File: src/rtl/dmem_store_buffer_if.sv
// Store-buffer bus bundle: store, load-check and RAM write sides.
// slave = the buffer, master = pipeline/RAM side.
interface dmem_store_buffer_if #(
   parameter int DEPTH = 4,
   parameter int AW    = 30,
   parameter int DW    = 32
);
   logic                     st_valid;
   logic [AW-1:0]            st_addr;
   logic [DW-1:0]            st_data;
   logic                     st_ready;
   logic                     ld_valid;
   logic [AW-1:0]            ld_addr;
   logic                     ld_hit;
   logic [DW-1:0]            ld_data;
   logic                     ld_stall;
   logic                     mem_req;
   logic [AW-1:0]            mem_addr;
   logic [DW-1:0]            mem_wdata;
   logic                     mem_ack;
   logic                     empty;
   logic                     full;
   logic [$clog2(DEPTH):0]   count;

   modport slave (
      input  st_valid, st_addr, st_data, ld_valid, ld_addr, mem_ack,
      output st_ready, ld_hit, ld_data, ld_stall,
      output mem_req, mem_addr, mem_wdata, empty, full, count
   );

   modport master (
      output st_valid, st_addr, st_data, ld_valid, ld_addr, mem_ack,
      input  st_ready, ld_hit, ld_data, ld_stall,
      input  mem_req, mem_addr, mem_wdata, empty, full, count
   );
endinterface

File: src/rtl/dmem_store_buffer.sv
// Posted-write store buffer with load hazard check.
// STORE_FWD_EN: forward youngest matching store instead of stalling.
module dmem_store_buffer #(
   parameter int DEPTH = 4,
   parameter int AW    = 30,
   parameter int DW    = 32
) (
   input  logic                 clk,
   input  logic                 rst,
   dmem_store_buffer_if.slave   bus
);
   localparam int PW = $clog2(DEPTH);
   localparam int CW = PW + 1;

   logic [AW-1:0]    addr_q [DEPTH];
   logic [DW-1:0]    data_q [DEPTH];
   logic [DEPTH-1:0] vld_q, vld_d;
   logic [PW-1:0]    head_q, head_d;
   logic [PW-1:0]    tail_q, tail_d;
   logic [CW-1:0]    cnt_q, cnt_d;
   logic             full, empty;
   logic             push, pop;
   logic             match;
   logic [PW-1:0]    idx;
`ifdef STORE_FWD_EN
   logic [DW-1:0]    fwd_data;
`endif

   assign full  = (cnt_q == CW'(DEPTH));
   assign empty = (cnt_q == '0);
   assign push  = bus.st_valid && !full;
   assign pop   = !empty && bus.mem_ack;

   // Next pointers, count and valid bits
   always_comb begin
      vld_d  = vld_q;
      head_d = head_q + PW'(pop);
      tail_d = tail_q + PW'(push);
      cnt_d  = cnt_q + CW'(push) - CW'(pop);
      if (pop)
         vld_d[head_q] = 1'b0;
      if (push)
         vld_d[tail_q] = 1'b1;
   end

   // Control state, cleared asynchronously
   always_ff @(posedge clk or negedge rst) begin
      if (!rst) begin
         vld_q  <= '0;
         head_q <= '0;
         tail_q <= '0;
         cnt_q  <= '0;
      end else begin
         vld_q  <= vld_d;
         head_q <= head_d;
         tail_q <= tail_d;
         cnt_q  <= cnt_d;
      end
   end

   // Entry payload; qualified by valid bits, so no reset
   always_ff @(posedge clk) begin
      if (push) begin
         addr_q[tail_q] <= bus.st_addr;
         data_q[tail_q] <= bus.st_data;
      end
   end

   // Scan head to tail; later matches are younger and win
   always_comb begin
      match = 1'b0;
      idx   = '0;
`ifdef STORE_FWD_EN
      fwd_data = '0;
`endif
      for (int i = 0; i < DEPTH; i++) begin
         idx = head_q + PW'(i);
         if (vld_q[idx] && addr_q[idx] == bus.ld_addr) begin
            match = 1'b1;
`ifdef STORE_FWD_EN
            fwd_data = data_q[idx];
`endif
         end
      end
   end

   assign bus.st_ready  = !full;
   assign bus.mem_req   = !empty;
   assign bus.mem_addr  = empty ? '0 : addr_q[head_q];
   assign bus.mem_wdata = empty ? '0 : data_q[head_q];
   assign bus.empty     = empty;
   assign bus.full      = full;
   assign bus.count     = cnt_q;

`ifdef STORE_FWD_EN
   assign bus.ld_hit   = bus.ld_valid && match;
   assign bus.ld_data  = (bus.ld_valid && match) ? fwd_data : '0;
   assign bus.ld_stall = 1'b0;
`else
   assign bus.ld_hit   = 1'b0;
   assign bus.ld_data  = '0;
   assign bus.ld_stall = bus.ld_valid && match;
`endif
endmodule

File: src/flat_wrapper.sv
// flat-port wrapper written by rule: the top's interface ports become plain ports
module dmem_store_buffer_flat 
#(
   parameter int DEPTH = 4,
   parameter int AW    = 30,
   parameter int DW    = 32
)
  (clk, rst, bus_st_valid, bus_st_addr, bus_st_data, bus_ld_valid, bus_ld_addr, bus_mem_ack, bus_st_ready, bus_ld_hit, bus_ld_data, bus_ld_stall, bus_mem_req, bus_mem_addr, bus_mem_wdata, bus_empty, bus_full, bus_count);
  dmem_store_buffer_if #(.DEPTH(DEPTH), .AW(AW), .DW(DW)) bus_i ();
  input  logic clk;
  input  logic rst;
  input wire logic [$bits(bus_i.st_valid)-1:0] bus_st_valid;
  input wire logic [$bits(bus_i.st_addr)-1:0] bus_st_addr;
  input wire logic [$bits(bus_i.st_data)-1:0] bus_st_data;
  input wire logic [$bits(bus_i.ld_valid)-1:0] bus_ld_valid;
  input wire logic [$bits(bus_i.ld_addr)-1:0] bus_ld_addr;
  input wire logic [$bits(bus_i.mem_ack)-1:0] bus_mem_ack;
  output wire logic [$bits(bus_i.st_ready)-1:0] bus_st_ready;
  output wire logic [$bits(bus_i.ld_hit)-1:0] bus_ld_hit;
  output wire logic [$bits(bus_i.ld_data)-1:0] bus_ld_data;
  output wire logic [$bits(bus_i.ld_stall)-1:0] bus_ld_stall;
  output wire logic [$bits(bus_i.mem_req)-1:0] bus_mem_req;
  output wire logic [$bits(bus_i.mem_addr)-1:0] bus_mem_addr;
  output wire logic [$bits(bus_i.mem_wdata)-1:0] bus_mem_wdata;
  output wire logic [$bits(bus_i.empty)-1:0] bus_empty;
  output wire logic [$bits(bus_i.full)-1:0] bus_full;
  output wire logic [$bits(bus_i.count)-1:0] bus_count;
  assign bus_i.st_valid = bus_st_valid;
  assign bus_i.st_addr = bus_st_addr;
  assign bus_i.st_data = bus_st_data;
  assign bus_i.ld_valid = bus_ld_valid;
  assign bus_i.ld_addr = bus_ld_addr;
  assign bus_i.mem_ack = bus_mem_ack;
  assign bus_st_ready = bus_i.st_ready;
  assign bus_ld_hit = bus_i.ld_hit;
  assign bus_ld_data = bus_i.ld_data;
  assign bus_ld_stall = bus_i.ld_stall;
  assign bus_mem_req = bus_i.mem_req;
  assign bus_mem_addr = bus_i.mem_addr;
  assign bus_mem_wdata = bus_i.mem_wdata;
  assign bus_empty = bus_i.empty;
  assign bus_full = bus_i.full;
  assign bus_count = bus_i.count;
  dmem_store_buffer #(.DEPTH(DEPTH), .AW(AW), .DW(DW)) u_core (.clk(clk), .rst(rst), .bus(bus_i));
endmodule
File: config.mk
export PLATFORM = sky130hd
export DESIGN_NAME = dmem_store_buffer_flat
export DESIGN_NICKNAME = d
export VERILOG_FILES = /design/src/rtl/dmem_store_buffer_if.sv /design/src/rtl/dmem_store_buffer.sv /design/src/flat_wrapper.sv
export SDC_FILE = /design/constraint.sdc
export NUM_CORES = 1
export LEC_CHECK = 0
export ABC_CLOCK_PERIOD_IN_PS = 5600
export CORE_ASPECT_RATIO = 2
export CORE_MARGIN = 1
export CORE_UTILIZATION = 50
export DETAILED_ROUTE_END_ITERATION = 7
export PLACE_DENSITY_LB_ADDON = 0.1
export SLEW_MARGIN = 20
export SYNTH_ARGS = -nofsm -noshare
export SYNTH_HDL_FRONTEND = slang
export SYNTH_SLANG_ARGS = --single-unit
File: constraint.sdc
create_clock -name clk -period 5.6 [get_ports clk]
set_input_delay 1.12 -clock clk [delete_from_list [all_inputs] [get_ports clk]]
set_output_delay 1.12 -clock clk [all_outputs]
set_load 0.02 [all_outputs]
==> flow_results.xml <==
<?xml version="1.0" encoding="UTF-8"?>
<metrics>
  <group name="clock_tree">
    <metric name="cts_num_sinks" unit="">259</metric>
    <metric name="clock_tree.buffer_depth" unit="">3</metric>
    <metric name="clk_latency" unit="ns">0.52</metric>
    <metric name="clk_pin_slew" unit="ns">0.07</metric>
    <metric name="cts_root_buffer" unit="">sky130_fd_sc_hd__clkbuf_16</metric>
    <metric name="cts_made_buffers" unit="">23</metric>
    <metric name="tritoncts_clock_tree" unit="">done</metric>
    <metric name="h-tree-depth" unit="">1</metric>
  </group>
  <group name="global_routing">
    <metric name="grt_antenna_before_repair" unit="">0</metric>
    <metric name="grt_pass1_wl" unit="um">58020</metric>
    <metric name="maximum_number_of_pins_on_one_net_before_global_route_repair" unit="">122</metric>
    <metric name="first_global_vias" unit="">9516</metric>
    <metric name="overflow_left_after_global_routing" unit="">0</metric>
    <metric name="grtUsageTotal" unit="">0.2706</metric>
  </group>
  <group name="worst_setup_path">
    <metric name="r2r_setup_slack" unit="ns">2.64</metric>
    <metric name="worstPathCellList" unit="">inv_1, ha_4, buf_12, mux4_1, xor2_1, nor4_2, o2111ai_1, or4_1, a2111oi_2, or4_1, dlymetal6s2s_1</metric>
    <metric name="r2r_start" unit="">u_core.bus.count[1]$_DFF_PN0_</metric>
    <metric name="cp-start-kind" unit="">register</metric>
    <metric name="max_stage_delay_on_crit_path" unit="ns">0.58</metric>
    <metric name="worst-r2r-cell-count" unit="">10</metric>
    <metric name="worst_setup_path_category" unit="">reg -&gt; out</metric>
    <metric name="cp-end-kind" unit="">output port</metric>
    <metric name="critical-path-slowest-cell" unit="">sky130_fd_sc_hd__mux4_1</metric>
    <metric name="worst-endpoint-required" unit="ns">4.48</metric>
    <metric name="worst-endpoint-arrival" unit="ns">4.02</metric>
    <metric name="worst_r2r_endpoint" unit="">u_core.bus.count[2]$_DFF_PN0_</metric>
    <metric name="critical_path.most_common_cell" unit="">sky130_fd_sc_hd__or4_1</metric>
    <metric name="crit_path_max_fanout" unit="">16</metric>
  </group>
  <group name="timing">
    <metric name="setup_total_negative_slack" unit="ns">0</metric>
    <metric name="grt_setup_unrepaired" unit="">no</metric>
    <metric name="post-route-min-period" unit="ns">5.143</metric>
    <metric name="timing_worst_slew_pin_value" unit="ns">1.059</metric>
    <metric name="setup_slack_after_layout" unit="ns">0.4573</metric>
    <metric name="timing.slew.headroom" unit="">0.2924</metric>
    <metric name="setup-violations-final" unit="">0</metric>
    <metric name="final-max-slew-violation-count" unit="">0</metric>
    <metric name="hold_viol" unit="">0</metric>
    <metric name="timing.final.crit_share" unit="">0.9183</metric>
    <metric name="max_freq" unit="GHz">0.1945</metric>
    <metric name="clk_skew" unit="ns">0.009042</metric>
  </group>
  <group name="yosys">
    <metric name="yosysSeqAreaShare" unit="">0.5283</metric>
    <metric name="synth-edff-count" unit="">248</metric>
    <metric name="synth_cell_types" unit="">64</metric>
    <metric name="syn_avg_cell_area" unit="um^2">15.23</metric>
    <metric name="post_synth_instance_area" unit="um^2">14620</metric>
    <metric name="ys_seq_elements" unit="">259</metric>
    <metric name="synthesis.yosys.warnings" unit="">0</metric>
    <metric name="ys_async_sr_fraction" unit="">0.04247</metric>
    <metric name="synth_flop_cell" unit="">sky130_fd_sc_hd__edfxtp_1</metric>
    <metric name="synthCells" unit="">960</metric>
  </group>
  <group name="pwr">
    <metric name="share_seq_of_total_power" unit="">0.266</metric>
    <metric name="intPower" unit="W">0.006364</metric>
    <metric name="switchingPower" unit="W">0.004255</metric>
    <metric name="power-per-cell-area" unit="nW/um^2">615.2</metric>
    <metric name="vdd_ir_drop_max" unit="V">0.0004452</metric>
    <metric name="clock_power_share" unit="">0.143</metric>
    <metric name="comb_power_share" unit="">0.592</metric>
    <metric name="total_power" unit="W">0.01062</metric>
    <metric name="p_sw_frac" unit="">0.4007</metric>
    <metric name="power.static_leakage" unit="nW">5.979</metric>
  </group>
  <group name="job">
    <metric name="maxCapViolations" unit="">0</metric>
  </group>
  <group name="die">
    <metric name="start_util" unit="">0.5067</metric>
    <metric name="core" unit="um^2">28850</metric>
    <metric name="die_area" unit="um^2">29960</metric>
    <metric name="floorplan.io_pins" unit="">200</metric>
    <metric name="dieWidth" unit="um">122.9</metric>
    <metric name="die_height" unit="um">243.8</metric>
    <metric name="num_rows" unit="">88</metric>
  </group>
  <group name="finish">
    <metric name="nFillCells" unit="">2260</metric>
    <metric name="fin_nets" unit="">1223</metric>
    <metric name="antenna-diode-count" unit="">0</metric>
    <metric name="syn_to_final_growth" unit="%">18.10</metric>
    <metric name="final_cell_count_no_fill" unit="">1493</metric>
    <metric name="drive_above_1_share" unit="">0.1765</metric>
    <metric name="final_core_utilization" unit="">0.5984</metric>
  </group>
  <group name="min_path">
    <metric name="worstHoldStart" unit="">u_core.bus.count[2]$_DFF_PN0_</metric>
    <metric name="worst_hold_path_type" unit="">reg -&gt; reg</metric>
    <metric name="timing.hold.worst_path_depth" unit="">1</metric>
    <metric name="hold_end" unit="">u_core.bus.count[2]$_DFF_PN0_</metric>
  </group>
  <group name="drt">
    <metric name="route.final.wire_length" unit="um">39180</metric>
    <metric name="drt.antenna.violating_nets" unit="">0</metric>
    <metric name="dr.pass1.iters" unit="">5</metric>
    <metric name="remaining_drc_errors" unit="">0</metric>
    <metric name="avgRoutedWirePerCell" unit="um">26.24</metric>
    <metric name="vias" unit="">9102</metric>
    <metric name="viasPerCell" unit="">6.096</metric>
    <metric name="drt_first_iter_violations" unit="">450</metric>
  </group>
  <group name="place">
    <metric name="placed_cells" unit="">1450</metric>
    <metric name="post-place-ws" unit="ns">0.2895</metric>
    <metric name="io_buffers" unit="">166</metric>
    <metric name="weighted_congestion_at_the_end_of_routability_driven_global_placement" unit="">1.006</metric>
    <metric name="dp_hpwl" unit="um">27880</metric>
  </group>
  <group name="outcome">
    <metric name="run_status" unit="">completed</metric>
  </group>
</metrics>
==> what timing repair did <==
item | CTS | global route
pin swaps | 1 | 0
buffers inserted | 2 | 0
hold buffers | 0 | 0
gates resized for setup | 2 | 3
setup endpoints to repair | 1 | 1
==> metrics by stage <==
| step | hold WS [ns] | instance area, um^2 |
|---|---|---|
| after floorplan | 0.4930 | 14750 |
| after global placement | 0.5028 | 16500 |
| after detailed placement | 0.5271 | 16500 |
| after CTS | 0.5366 | 17250 |
| after global routing | 0.5551 | 17260 |
| final | 0.5320 | 17260 |
==> sequential cells by signal, indices dropped and copies added (netlist names) <==
register / cells
u_core.addr_q: 120
u_core.bus.count: 3
u_core.data_q: 128
u_core.head_q: 2
u_core.tail_q: 2
u_core.vld_q: 4
==> Yosys cell counts (12+ instances only) <==
master	n	share of area
sky130_fd_sc_hd__mux4_2	104	0.16
sky130_fd_sc_hd__mux2i_1	88	0.060
sky130_fd_sc_hd__inv_1	19	0.0049
sky130_fd_sc_hd__and2_1	46	0.020
sky130_fd_sc_hd__nor2_1	26	0.0067
sky130_fd_sc_hd__xnor2_1	62	0.037
sky130_fd_sc_hd__edfxtp_1	248	0.51
sky130_fd_sc_hd__buf_4	39	0.020
sky130_fd_sc_hd__nand2_1	36	0.0092
sky130_fd_sc_hd__nand4_1	12	0.0051
sky130_fd_sc_hd__xor2_1	39	0.023
sky130_fd_sc_hd__a21oi_1	15	0.0051
sky130_fd_sc_hd__clkbuf_1	21	0.0054
sky130_fd_sc_hd__o21ai_0	16	0.0055
sky130_fd_sc_hd__buf_2	21	0.0072
==> worst max-delay path: cells and delay by family (launching register included) <==
kind / cells / cell delay, ns
AOI/OAI and AO/OA: 2 / 0.38
xor gates and xnor gates: 1 / 0.17
adders and majority gates: 1 / 0.23
buffers and inverters: 3 / 0.57
DFF: 1 / 0.49
muxes: 1 / 0.58
and+or+nand+nor: 3 / 1.07
==> worst max path at each step <==
| stage | startpoint | cells after the start | endpoint | slack, ns |
|---|---|---|---|---|
| floorplan | u_core.head_q[0]$_DFF_PN0_ | 14 | bus_ld_stall | 0.72 |
| global placement | bus_ld_addr[2] | 8 | bus_ld_stall | 0.37 |
| detailed placement | u_core.head_q[1]$_DFF_PN0_ | 11 | bus_ld_stall | 0.29 |
| CTS | u_core.head_q[0]$_DFF_PN0_ | 10 | bus_ld_stall | 0.04 |
| global route | u_core.head_q[1]$_DFF_PN0_ | 11 | bus_ld_stall | 0.25 |
| finish | u_core.head_q[1]$_DFF_PN0_ | 11 | bus_ld_stall | 0.46 |
==> final cells by class <==
type | instances | area, um^2 | area share
Inverter | 20 | 75.07 | 0.004349
Clock buffer | 26 | 586.8 | 0.03399
Sequential cell | 259 | 7730 | 0.4478
Clock inverter | 15 | 125.1 | 0.007248
Timing Repair Buffer | 204 | 2044 | 0.1184
Multi-Input combinational cell | 609 | 6251 | 0.3621
Tap cell | 360 | 450.4 | 0.02609
==> logic make-up (layout without fill, tap and decap cells) <==
| logic type | count (synthesis) | count (layout) | share of synthesized area |
|---|---|---|---|
| buffers and inverters | 124 | 265 | 0.05633 |
| adders and majority gates | 9 | 9 | 0.008218 |
| other | 1 | 33 | 0.0002566 |
| AOI/OAI and AO/OA | 98 | 98 | 0.04879 |
| xor gates and xnor gates | 101 | 101 | 0.06052 |
| and+or+nand+nor | 159 | 159 | 0.05778 |
| DFF | 259 | 259 | 0.5283 |
| muxes | 209 | 209 | 0.2398 |
==> routing by layer <==
metal,share of wire,GRT usage,wire [um],vias up
met4,0.079,0.1865,3080,0
li1,-,-,-,4028
met1,0.34,0.2899,13340,4612
met5,0,0,0,-
met3,0.051,0.03933,1982,120
met2,0.53,0.4784,20780,342
==> cell usage in the layout, fill, tap and decap left out, types with 7 or more instances in the layout <==
cell and count:
sky130_fd_sc_hd__a21oi_1 15, sky130_fd_sc_hd__and2_1 46, sky130_fd_sc_hd__and3_1 9, sky130_fd_sc_hd__buf_12 7, sky130_fd_sc_hd__buf_4 29, sky130_fd_sc_hd__clkbuf_16 23
sky130_fd_sc_hd__clkdlybuf4s50_1 165, sky130_fd_sc_hd__conb_1 33, sky130_fd_sc_hd__dfrtp_1 9, sky130_fd_sc_hd__edfxtp_1 248, sky130_fd_sc_hd__ha_1 7, sky130_fd_sc_hd__inv_1 19
sky130_fd_sc_hd__mux2_2 11, sky130_fd_sc_hd__mux2i_1 88, sky130_fd_sc_hd__mux4_2 104, sky130_fd_sc_hd__nand2_1 36, sky130_fd_sc_hd__nand4_1 12, sky130_fd_sc_hd__nor2_1 25
sky130_fd_sc_hd__nor4_1 10, sky130_fd_sc_hd__o21ai_0 16, sky130_fd_sc_hd__o22ai_1 9, sky130_fd_sc_hd__xnor2_1 62, sky130_fd_sc_hd__xor2_1 39
==> power by group through the flow <==
| stage | logic, W | clock network [W] | registers, W |
|---|---|---|---|
| floorplan | 0.00424 | 0 | 0.00280 |
| global placement | 0.00625 | 0 | 0.00284 |
| detailed placement | 0.00623 | 0 | 0.00286 |
| CTS | 0.00633 | 0.00156 | 0.00282 |
| global route | 0.00666 | 0.00161 | 0.00286 |
| finish | 0.00628 | 0.00152 | 0.00282 |
Power figures use the tool's default switching activity.
